## config.mk

```make
export PLATFORM = sky130hd
export DESIGN_NAME = ula_arbitro_seq_flat
export DESIGN_NICKNAME = d
export VERILOG_FILES = /design/src/rtl/ula_arbitro_seq_pkg.sv /design/src/rtl/ula_arbitro_seq_if.sv /design/src/rtl/ula_arbitro_seq_rr.sv /design/src/rtl/ula_arbitro_seq.sv /design/src/flat_wrapper.sv
export SDC_FILE = /design/constraint.sdc
export NUM_CORES = 1
export LEC_CHECK = 0
export CAP_MARGIN = 20
export CORE_MARGIN = 3
export CORE_UTILIZATION = 41
export DETAILED_ROUTE_END_ITERATION = 6
export PLACE_DENSITY = 0.83
export RECOVER_POWER = 25
export SYNTH_ARGS = -nofsm -noshare
export SYNTH_HDL_FRONTEND = slang
export SYNTH_SLANG_ARGS = --single-unit
```

## constraint.sdc

```tcl
create_clock -name clk -period 1.72 [get_ports clk]
set_input_delay 0.344 -clock clk [delete_from_list [all_inputs] [get_ports clk]]
set_output_delay 0.344 -clock clk [all_outputs]
set_load 0.02 [all_outputs]
```

## src/rtl/ula_arbitro_seq_pkg.sv

```systemverilog
// Shared definitions for the ALU sequencer: opcodes, FSM states, widths and the
// round-robin pick helper. The opcode set is common with the ALU core.
package ula_arbitro_seq_pkg;

    localparam int unsigned RESULT_W = 8;
    localparam int unsigned OPND_W   = 4;
    localparam int unsigned CNT_W    = 4;

    localparam logic [2:0] OP_SOMA = 3'b000;
    localparam logic [2:0] OP_SUB  = 3'b001;
    localparam logic [2:0] OP_AND  = 3'b010;
    localparam logic [2:0] OP_OR   = 3'b011;
    localparam logic [2:0] OP_XOR  = 3'b100;
    localparam logic [2:0] OP_MULT = 3'b101;
    localparam logic [2:0] OP_DIV  = 3'b110;
    localparam logic [2:0] OP_INV  = 3'b111;

    typedef enum logic [1:0] {
        StIdle = 2'd0,
        StExec = 2'd1,
        StResp = 2'd2
    } state_e;

    typedef struct packed {
        logic [2:0]        op;
        logic [OPND_W-1:0] a;
        logic [OPND_W-1:0] b;
        logic              cin;
    } alu_cmd_t;

    typedef struct packed {
        logic cout;
        logic ov;
        logic z;
        logic err;
    } alu_flags_t;

    // Returns the granted requester: the sole valid one, or on a tie the one not served last.
    function automatic logic rr_pick(input logic v0, input logic v1, input logic last);
        if (v0 && v1) begin
            return ~last;
        end
        return v1;
    endfunction

endpackage

```

## src/rtl/ula_arbitro_seq_if.sv

```systemverilog
// Request, ALU and response bundle of the ALU sequencer. ULA_SEQ_ACC_EN adds the
// per-requester use_acc inputs.
interface ula_arbitro_seq_if;
    import ula_arbitro_seq_pkg::*;

    logic                req0_valid;
    logic                req0_ready;
    logic [2:0]          req0_op;
    logic [OPND_W-1:0]   req0_a;
    logic [OPND_W-1:0]   req0_b;
    logic                req0_cin;

    logic                req1_valid;
    logic                req1_ready;
    logic [2:0]          req1_op;
    logic [OPND_W-1:0]   req1_a;
    logic [OPND_W-1:0]   req1_b;
    logic                req1_cin;

`ifdef ULA_SEQ_ACC_EN
    logic                req0_use_acc;
    logic                req1_use_acc;
`endif

    logic [OPND_W-1:0]   alu_a;
    logic [OPND_W-1:0]   alu_b;
    logic [2:0]          alu_op;
    logic                alu_cin;
    logic [RESULT_W-1:0] alu_result;
    logic                alu_cout;
    logic                alu_ov;
    logic                alu_z;
    logic                alu_err;

    logic                rsp_valid;
    logic                rsp_ready;
    logic                rsp_id;
    logic [RESULT_W-1:0] rsp_result;
    logic                rsp_cout;
    logic                rsp_ov;
    logic                rsp_z;
    logic                rsp_err;

    // Sequencer side.
    modport slave (
`ifdef ULA_SEQ_ACC_EN
        input  req0_use_acc, req1_use_acc,
`endif
        input  req0_valid, req0_op, req0_a, req0_b, req0_cin,
        input  req1_valid, req1_op, req1_a, req1_b, req1_cin,
        output req0_ready, req1_ready,
        output alu_a, alu_b, alu_op, alu_cin,
        input  alu_result, alu_cout, alu_ov, alu_z, alu_err,
        output rsp_valid, rsp_id, rsp_result, rsp_cout, rsp_ov, rsp_z, rsp_err,
        input  rsp_ready
    );

    // Requester / ALU / consumer side.
    modport master (
`ifdef ULA_SEQ_ACC_EN
        output req0_use_acc, req1_use_acc,
`endif
        output req0_valid, req0_op, req0_a, req0_b, req0_cin,
        output req1_valid, req1_op, req1_a, req1_b, req1_cin,
        input  req0_ready, req1_ready,
        input  alu_a, alu_b, alu_op, alu_cin,
        output alu_result, alu_cout, alu_ov, alu_z, alu_err,
        input  rsp_valid, rsp_id, rsp_result, rsp_cout, rsp_ov, rsp_z, rsp_err,
        output rsp_ready
    );

endinterface

```

## src/rtl/ula_arbitro_seq_rr.sv

```systemverilog
// Two-way round-robin grant. The last-grant pointer starts at 1 so requester 0
// wins the first tie, and it only moves when a grant is accepted.
module ula_rr_arbitro
    import ula_arbitro_seq_pkg::*;
(
    input  logic clk,
    input  logic rst,
    input  logic i_valid0,
    input  logic i_valid1,
    input  logic i_accept,
    output logic o_grant
);

    logic r_last;

    assign o_grant = rr_pick(i_valid0, i_valid1, r_last);

    always_ff @(posedge clk or posedge rst) begin
        if (rst) begin
            r_last <= 1'b1;
        end else if (i_accept) begin
            r_last <= o_grant;
        end
    end

endmodule

```

## src/rtl/ula_arbitro_seq.sv

```systemverilog
// Shares one combinational 4-bit ALU between two requesters: arbitrate, hold operands
// for SETTLE_CYCLES (1..15), capture result/flags, return them. Option: ULA_SEQ_ACC_EN.
module ula_arbitro_seq
    import ula_arbitro_seq_pkg::*;
#(
    parameter int unsigned SETTLE_CYCLES = 1
) (
    input  logic              clk,
    input  logic              rst,
    ula_arbitro_seq_if.slave  bus
);

    localparam logic [CNT_W-1:0] SETTLE_LD = CNT_W'(SETTLE_CYCLES);

    state_e              r_state;
    logic [CNT_W-1:0]    r_cnt;
    alu_cmd_t            r_cmd;
    logic                r_rsp_valid;
    logic                r_rsp_id;
    logic [RESULT_W-1:0] r_rsp_result;
    alu_flags_t          r_rsp_flags;

    logic                w_grant;
    logic                w_ready0;
    logic                w_ready1;
    logic                w_accept;
    logic                w_capture;
    alu_cmd_t            w_cmd;

    ula_rr_arbitro u_rr (
        .clk      (clk),
        .rst      (rst),
        .i_valid0 (bus.req0_valid),
        .i_valid1 (bus.req1_valid),
        .i_accept (w_accept),
        .o_grant  (w_grant)
    );

    // Ready is offered only in IDLE, and only to the granted requester.
    assign w_ready0  = (r_state == StIdle) && !w_grant && bus.req0_valid;
    assign w_ready1  = (r_state == StIdle) &&  w_grant && bus.req1_valid;
    assign w_accept  = w_ready0 || w_ready1;
    assign w_capture = (r_state == StExec) && (r_cnt == CNT_W'(1));

`ifdef ULA_SEQ_ACC_EN
    logic [OPND_W-1:0] r_acc;
    logic              w_use_acc;

    assign w_use_acc = w_grant ? bus.req1_use_acc : bus.req0_use_acc;

    always_ff @(posedge clk or posedge rst) begin
        if (rst) begin
            r_acc <= '0;
        end else if (w_capture) begin
            r_acc <= bus.alu_result[OPND_W-1:0];
        end
    end
`endif

    always_comb begin
        w_cmd = '0;
        if (w_grant) begin
            w_cmd.op  = bus.req1_op;
            w_cmd.a   = bus.req1_a;
            w_cmd.b   = bus.req1_b;
            w_cmd.cin = bus.req1_cin;
        end else begin
            w_cmd.op  = bus.req0_op;
            w_cmd.a   = bus.req0_a;
            w_cmd.b   = bus.req0_b;
            w_cmd.cin = bus.req0_cin;
        end
`ifdef ULA_SEQ_ACC_EN
        if (w_use_acc) begin
            w_cmd.a = r_acc;
        end
`endif
    end

    always_ff @(posedge clk or posedge rst) begin
        if (rst) begin
            r_state      <= StIdle;
            r_cnt        <= '0;
            r_cmd        <= '0;
            r_rsp_valid  <= 1'b0;
            r_rsp_id     <= 1'b0;
            r_rsp_result <= '0;
            r_rsp_flags  <= '0;
        end else begin
            unique case (r_state)
                StIdle: begin
                    if (w_accept) begin
                        r_cmd    <= w_cmd;
                        r_rsp_id <= w_grant;
                        r_cnt    <= SETTLE_LD;
                        r_state  <= StExec;
                    end
                end
                StExec: begin
                    r_cnt <= r_cnt - CNT_W'(1);
                    if (w_capture) begin
                        r_rsp_result     <= bus.alu_result;
                        r_rsp_flags.cout <= bus.alu_cout;
                        r_rsp_flags.ov   <= bus.alu_ov;
                        r_rsp_flags.z    <= bus.alu_z;
                        r_rsp_flags.err  <= bus.alu_err;
                        r_rsp_valid      <= 1'b1;
                        r_state          <= StResp;
                    end
                end
                StResp: begin
                    if (bus.rsp_ready) begin
                        r_rsp_valid <= 1'b0;
                        r_state     <= StIdle;
                    end
                end
                default: r_state <= StIdle;
            endcase
        end
    end

    assign bus.req0_ready = w_ready0;
    assign bus.req1_ready = w_ready1;

    assign bus.alu_a   = r_cmd.a;
    assign bus.alu_b   = r_cmd.b;
    assign bus.alu_op  = r_cmd.op;
    assign bus.alu_cin = r_cmd.cin;

    assign bus.rsp_valid  = r_rsp_valid;
    assign bus.rsp_id     = r_rsp_id;
    assign bus.rsp_result = r_rsp_result;
    assign bus.rsp_cout   = r_rsp_flags.cout;
    assign bus.rsp_ov     = r_rsp_flags.ov;
    assign bus.rsp_z      = r_rsp_flags.z;
    assign bus.rsp_err    = r_rsp_flags.err;

endmodule

```

## src/flat_wrapper.sv

```systemverilog
// flat-port wrapper written by rule: the top's interface ports become plain ports
module ula_arbitro_seq_flat import ula_arbitro_seq_pkg::*;
#(
    parameter int unsigned SETTLE_CYCLES = 1
)
  (clk, rst, bus_req0_valid, bus_req0_op, bus_req0_a, bus_req0_b, bus_req0_cin, bus_req1_valid, bus_req1_op, bus_req1_a, bus_req1_b, bus_req1_cin, bus_req0_ready, bus_req1_ready, bus_alu_a, bus_alu_b, bus_alu_op, bus_alu_cin, bus_alu_result, bus_alu_cout, bus_alu_ov, bus_alu_z, bus_alu_err, bus_rsp_valid, bus_rsp_id, bus_rsp_result, bus_rsp_cout, bus_rsp_ov, bus_rsp_z, bus_rsp_err, bus_rsp_ready);
  ula_arbitro_seq_if bus_i ();
  input  logic clk;
  input  logic rst;
  input wire logic [$bits(bus_i.req0_valid)-1:0] bus_req0_valid;
  input wire logic [$bits(bus_i.req0_op)-1:0] bus_req0_op;
  input wire logic [$bits(bus_i.req0_a)-1:0] bus_req0_a;
  input wire logic [$bits(bus_i.req0_b)-1:0] bus_req0_b;
  input wire logic [$bits(bus_i.req0_cin)-1:0] bus_req0_cin;
  input wire logic [$bits(bus_i.req1_valid)-1:0] bus_req1_valid;
  input wire logic [$bits(bus_i.req1_op)-1:0] bus_req1_op;
  input wire logic [$bits(bus_i.req1_a)-1:0] bus_req1_a;
  input wire logic [$bits(bus_i.req1_b)-1:0] bus_req1_b;
  input wire logic [$bits(bus_i.req1_cin)-1:0] bus_req1_cin;
  output wire logic [$bits(bus_i.req0_ready)-1:0] bus_req0_ready;
  output wire logic [$bits(bus_i.req1_ready)-1:0] bus_req1_ready;
  output wire logic [$bits(bus_i.alu_a)-1:0] bus_alu_a;
  output wire logic [$bits(bus_i.alu_b)-1:0] bus_alu_b;
  output wire logic [$bits(bus_i.alu_op)-1:0] bus_alu_op;
  output wire logic [$bits(bus_i.alu_cin)-1:0] bus_alu_cin;
  input wire logic [$bits(bus_i.alu_result)-1:0] bus_alu_result;
  input wire logic [$bits(bus_i.alu_cout)-1:0] bus_alu_cout;
  input wire logic [$bits(bus_i.alu_ov)-1:0] bus_alu_ov;
  input wire logic [$bits(bus_i.alu_z)-1:0] bus_alu_z;
  input wire logic [$bits(bus_i.alu_err)-1:0] bus_alu_err;
  output wire logic [$bits(bus_i.rsp_valid)-1:0] bus_rsp_valid;
  output wire logic [$bits(bus_i.rsp_id)-1:0] bus_rsp_id;
  output wire logic [$bits(bus_i.rsp_result)-1:0] bus_rsp_result;
  output wire logic [$bits(bus_i.rsp_cout)-1:0] bus_rsp_cout;
  output wire logic [$bits(bus_i.rsp_ov)-1:0] bus_rsp_ov;
  output wire logic [$bits(bus_i.rsp_z)-1:0] bus_rsp_z;
  output wire logic [$bits(bus_i.rsp_err)-1:0] bus_rsp_err;
  input wire logic [$bits(bus_i.rsp_ready)-1:0] bus_rsp_ready;
  assign bus_i.req0_valid = bus_req0_valid;
  assign bus_i.req0_op = bus_req0_op;
  assign bus_i.req0_a = bus_req0_a;
  assign bus_i.req0_b = bus_req0_b;
  assign bus_i.req0_cin = bus_req0_cin;
  assign bus_i.req1_valid = bus_req1_valid;
  assign bus_i.req1_op = bus_req1_op;
  assign bus_i.req1_a = bus_req1_a;
  assign bus_i.req1_b = bus_req1_b;
  assign bus_i.req1_cin = bus_req1_cin;
  assign bus_req0_ready = bus_i.req0_ready;
  assign bus_req1_ready = bus_i.req1_ready;
  assign bus_alu_a = bus_i.alu_a;
  assign bus_alu_b = bus_i.alu_b;
  assign bus_alu_op = bus_i.alu_op;
  assign bus_alu_cin = bus_i.alu_cin;
  assign bus_i.alu_result = bus_alu_result;
  assign bus_i.alu_cout = bus_alu_cout;
  assign bus_i.alu_ov = bus_alu_ov;
  assign bus_i.alu_z = bus_alu_z;
  assign bus_i.alu_err = bus_alu_err;
  assign bus_rsp_valid = bus_i.rsp_valid;
  assign bus_rsp_id = bus_i.rsp_id;
  assign bus_rsp_result = bus_i.rsp_result;
  assign bus_rsp_cout = bus_i.rsp_cout;
  assign bus_rsp_ov = bus_i.rsp_ov;
  assign bus_rsp_z = bus_i.rsp_z;
  assign bus_rsp_err = bus_i.rsp_err;
  assign bus_i.rsp_ready = bus_rsp_ready;
  ula_arbitro_seq #(.SETTLE_CYCLES(SETTLE_CYCLES)) u_core (.clk(clk), .rst(rst), .bus(bus_i));
endmodule
```

-- After elaboration in Yosys (flattened, before gate mapping)
Index checks and enable logic that the tools add are counted.
- add/sub/neg operators: 1
- eq/ne operators: 6
- muxes and demuxes: 13
- bitwise gates (word level): 1
- reductions and logical operators: 16
- operators by type and width (operator ; count):
    12-bit two-way mux ; 1
    4-bit one-hot mux with 2 select lines ; 1
    1-bit logical AND ; 6
    2-bit two-way mux ; 3
    2-bit one-hot mux with 3 select lines ; 1
    2-bit AND reduction ; 3
    3-bit AND reduction ; 2
    1-bit two-way mux ; 5
    4-bit by 1-bit == test with 1-bit output, second input constant ; 1
    4-bit two-way mux ; 1
    2-bit inequality test, second input constant ; 2
    2-bit nonzero test ; 2
    4-bit by 1-bit subtractor with 4-bit output, second input constant ; 1
    2-bit by 1-bit == test with 1-bit output, second input constant ; 1
    2-bit == test, second input constant ; 1
    2-bit logical NOT ; 1
    2-bit by 1-bit inequality test with 1-bit output, second input constant ; 1
    1-bit one-hot mux with 2 select lines ; 1
    1-bit logical NOT ; 1
    1-bit logical OR ; 1
    1-bit inverter ; 1
- bits in registers: 33
- input bits: 41
- output and inout port bits: 28
- word-level logic and storage cells: 51

-- Depth between registers and ports, before layout
- depth in word-level cells: 9
- depth in mapped cells: 6
- gate-level depth less buffers: 5

-- Modules after synthesis
A second synthesis with hierarchy kept.
- cell total of the unflattened synthesis: 109
- area, all modules: 1503.9 um^2
- by module, submodules not included (module ; times used ; cells each ; area each (um^2) ; seq. area each (um^2)):
    ula_arbitro_seq ; 1 ; 105 ; 1447.6 ; 800.8
    ula_rr_arbitro ; 1 ; 4 ; 56.3 ; 26.3

-- Least setup slack after synthesis
Ideal clock, no wire load.
- path type: reg-to-output
- from: reg u_core.u_rr.r_last
- to: out bus_req1_ready
- arrival time: 1.240 ns
- required time: 1.376 ns
- path slack: 0.136 ns
- cell stages (with the launch flop): 4
- path buffers: 1
- path through: dfstp_2 -> a21bo_4 -> buf_6 -> nor3_1
- cells in the longest elaborated chain, start to end: 5
- ends and longest elaborated chain (item ; RTL line ; source):
    start, declared ; ula_arbitro_seq_rr.sv:14 ; logic r_last;
    start signal, assigned ; ula_arbitro_seq_rr.sv:22 ; r_last <= o_grant;
    1-bit inverter ; ula_arbitro_seq_pkg.sv:41 ; return ~last;
    1-bit two-way mux ; ula_arbitro_seq_pkg.sv:40 ; if (v0 && v1) begin
    1-bit two-way mux ; ula_arbitro_seq_pkg.sv:43 ; return v1;
    1-bit logical AND (2 in series) ; ula_arbitro_seq.sv:41 ; assign w_ready1 = (r_state == StIdle) && w_grant && bus.req1_valid;
    end, declared ; flat_wrapper.sv:21 ; output wire logic [$bits(bus_i.req1_ready)-1:0] bus_req1_ready;
Every way passes these cells. The select of a mux whose other input is x is not followed.

-- Worst setup path after layout
- from: reg u_core.u_rr.r_last
- to: out bus_req0_ready
- cells in the longest elaborated chain, start to end: 6
- ends and longest elaborated chain (item ; RTL line ; source):
    1-bit inverter ; ula_arbitro_seq_pkg.sv:41 ;
    1-bit two-way mux ; ula_arbitro_seq_pkg.sv:40 ;
    1-bit two-way mux ; ula_arbitro_seq_pkg.sv:43 ;
    1-bit logical NOT ; ula_arbitro_seq.sv:40 ; assign w_ready0 = (r_state == StIdle) && !w_grant && bus.req0_valid;
    1-bit logical AND (2 in series) ; ula_arbitro_seq.sv:40 ;
    end, declared ; flat_wrapper.sv:20 ; output wire logic [$bits(bus_i.req0_ready)-1:0] bus_req0_ready;
Every way passes these cells. The select of a mux whose other input is x is not followed.

==> results.txt <==
crit start category: register
Post-synth top flop: dfrtp_1
Tcrit/Tclk final: 97.86%
CTS tree: built
DR DRC count: 0
H-tree Lvls: 2
Worst-Margin Slew: 0.7860 ns
Routed Antenna Nets: 0
Final Setup Violations: 0
drt total wl: 3.520 mm
Reg clk slew, reported paths: 0.07 ns
CP dominant cell by count: buf_6
initial antenna violation count: 0
register area: 827.0 µm²
Post-synth top cells: dfrtp_1, mux2_2, mux2_4
vias: 1,167
CTS root buf: clkbuf_8
Antenna Diode Count: 0
NumNets Final: 237
worst vdd ir: 1.219 mV
Syn Nets: 151
CTS Buf Count: 5
dpl hpwl: 2.754 mm
RSZ-0062 raised after global routing: true
Routed WL per cell: 14.61 µm
worst skew pair latency: 0.28 ns
vias in the first global route: 1,246
worst endpoint required time: 1.38 ns
Synth warnings: 0
core area: 3442 µm²
outcome: complete, no violations
Hold Buf Count CTS: 0
Final TNS setup: 0 ns
DRT iter0 DRCs: 57
clk sinks: 33
Power per Cell Area: 1783 nW/µm²
final hold slack: 0.4958 ns
first-pass GRT wire length: 5.837 mm
Row Count: 21
Hold Violations, Final: 0
routed vias/inst: 4.842
fillers: 233
slowest stage delay, CP: 0.56 ns
chip width: 66.84 µm
total power: 4.411 mW
Max Root-Sink Buffers: 2
Clk pwr share: 16.6%
Final Skew: 0.007846 ns
Setup crit end kind: output port
Chip Height: 66.84 µm
Crit Path Category: reg2out
GPL Wtd Cong: 0.7450
Place WS: -0.6414 ns
Critical Path Fanout Max: 3
GRT Util Overall: 17.81%
Pleak: 1.096 nW
setup ws final: 0.03688 ns
max-slew violations: 0
crit path time final: 1.683 ns
Cells after Synth: 108
largest net degree at the start of global routing: 34
post-synth top area share: 52.76%
syn_area_per_cell: 14.05 µm²
Internal: 2.928 mW
global route overflow: 0
drt first pass iters: 4
NetSw: 1.484 mW
sequential share of power: 31.4%
Sw Ratio: 33.64%
Multi-input gate area: 670.6 µm²
Post-synth EDFFs: 0
count leader, synth: dfrtp_1
FF-to-FF Start: u_core.u_rr.r_last$_DFFE_PP1P_
fraction of layout instances using a drive strength above 1: 33.85%
Synth async-reset ratio: 100.0%
area leader, netlist: dfrtp_1
Slowest-stage cell, CP: dfstp_2
Hold Path Class: reg2reg
post-synthesis sequential area ratio: 54.49%
worst r2r path cells: 5
synth top area cells: dfrtp_1, mux2_2, mux2_4
#FFs+latches synth: 33
crit path DAT: 1.34 ns
Rel. slew slack: 47.60%
Max-cap violations: 0
worst reg2reg endpoint: u_core.bus.alu_a[3]$_DFFE_PP0P_
Fmax: 594.1 MHz
CP top delay family: flip-flops
Combinational Power Share: 52.0%
Initial Util: 44.09%
area growth from synthesis to layout: 63.07%
CP bufs+invs: 2
setup slack, reg-to-reg: 0.09 ns
io pins: 69
Crit path depth: 4
worst path cell trace: a21bo_4 -> buf_6 -> nor2b_4 -> buf_6
number of buffers added on ports: 68
mapped cell area: 1518 µm²
synth unique cells: 28
crit path from: u_core.u_rr.r_last$_DFFE_PP1P_
die area: 4468 µm²
Critical Path Sink: bus_req0_ready
==> per-stage QoR <==
stage,instance area [µm²],instances,utilization [%]
floorplan,1518,108,-
global placement,2337,231,67.90
detailed placement,2337,231,67.90
CTS,2465,239,71.61
global route,2475,241,71.90
finish,2475,241,71.90
==> layout make-up <==
type                    instances  share of cell area (%)
clock buffers                   7                   3.488
clock inverters                 1                   1.213
inverters                       5                  0.7583
multi-input cells              67                   27.10
flip-flops and latches         33                   33.42
well taps                      46                   2.326
repair buffers                 82                   31.70
==> state kept, by name, indices dropped and copies added, names as in the netlist <==
name / count
u_core.bus.alu_b: 4
u_core.r_state: 2
u_core.bus.rsp_z: 1
u_core.bus.rsp_cout: 1
u_core.bus.rsp_ov: 1
u_core.bus.alu_a: 4
u_core.bus.rsp_valid: 1
u_core.bus.rsp_err: 1
u_core.r_cnt: 4
u_core.u_rr.r_last: 1
u_core.bus.alu_cin: 1
u_core.bus.alu_op: 3
u_core.bus.rsp_id: 1
u_core.bus.rsp_result: 8
==> power by group through the flow <==
stage / combinational (mW) / clock [mW] / sequential, mW
floorplan: 0.858 / 0 / 1.77
global placement: 2.22 / 0 / 1.37
detailed placement: 2.28 / 0 / 1.40
CTS: 2.30 / 0.747 / 1.39
global route: 2.47 / 0.804 / 1.43
finish: 2.29 / 0.733 / 1.38
==> per-layer routing <==
layer  global-route usage, %  part of all wire [%]  vias to the layer above
met5                       0                     0                        -
met4                   7.614                   2.1                        0
met3                   5.228                   5.1                        7
met2                   31.56                    54                       41
met1                   19.59                    38                      566
li1                        -                     -                      553
==> kinds of logic (layout without fill, tap and decap cells) <==
group / Yosys count / count (layout) / share of synthesized area, %
multiplexers: 37 / 37 / 29.35
flip-flops: 33 / 33 / 54.49
AND/OR/NAND/NOR: 16 / 16 / 5.854
AO/OA/AOI/OAI: 10 / 10 / 4.865
buffers and inverters: 8 / 95 / 2.638
adder cells (fa/ha/maj): 2 / 2 / 1.649
XOR/XNOR: 2 / 2 / 1.154
==> worst register-to-register path: cells and delay by family, from the launching register on <==
family                 cells  cell delay (ns)
DFF                        1             0.56
muxes                      2             0.59
buffers and inverters      2             0.21
AOI/OAI and AO/OA          1             0.15
==> timing repair <==
action | 4_1_cts | 5_1_grt
setup endpoints to repair | 2 | 14
gates resized for setup | 17 | 2
pin swaps | 0 | 1
cloned | 0 | 0
hold endpoints to repair | 0 | 0
buffers inserted | 0 | 2
==> cells in the final DEF (no fill, tap or decap), drive strengths merged, types with 2 or more instances in the layout <==
master,instances
clkdlybuf4s50,63
mux2,36
dfrtp,32
buf,15
clkbuf,8
inv,5
o21ai,5
nand2,4
nor2,2
nand2b,2
ha,2
dlygate4sd2,2
nor3,2
==> worst min-delay path by stage <==
stage	start	end	depth (start not counted)	slack, ns
2_1_floorplan	bus_req1_valid	u_core.u_rr.r_last$_DFFE_PP1P_	2	0.45
3_3_place_gp	u_core.bus.rsp_id$_DFFE_PP0P_	u_core.bus.rsp_id$_DFFE_PP0P_	1	0.47
3_5_place_dp	u_core.bus.rsp_id$_DFFE_PP0P_	u_core.bus.rsp_id$_DFFE_PP0P_	1	0.48
4_1_cts	rst	u_core.bus.rsp_result[6]$_DFFE_PP0P_	3	0.41
5_1_grt	u_core.bus.alu_a[3]$_DFFE_PP0P_	u_core.bus.alu_a[3]$_DFFE_PP0P_	1	0.52
6_report	u_core.bus.rsp_id$_DFFE_PP0P_	u_core.bus.rsp_id$_DFFE_PP0P_	1	0.50
Note: power is estimated with default switching activity, not from simulation.
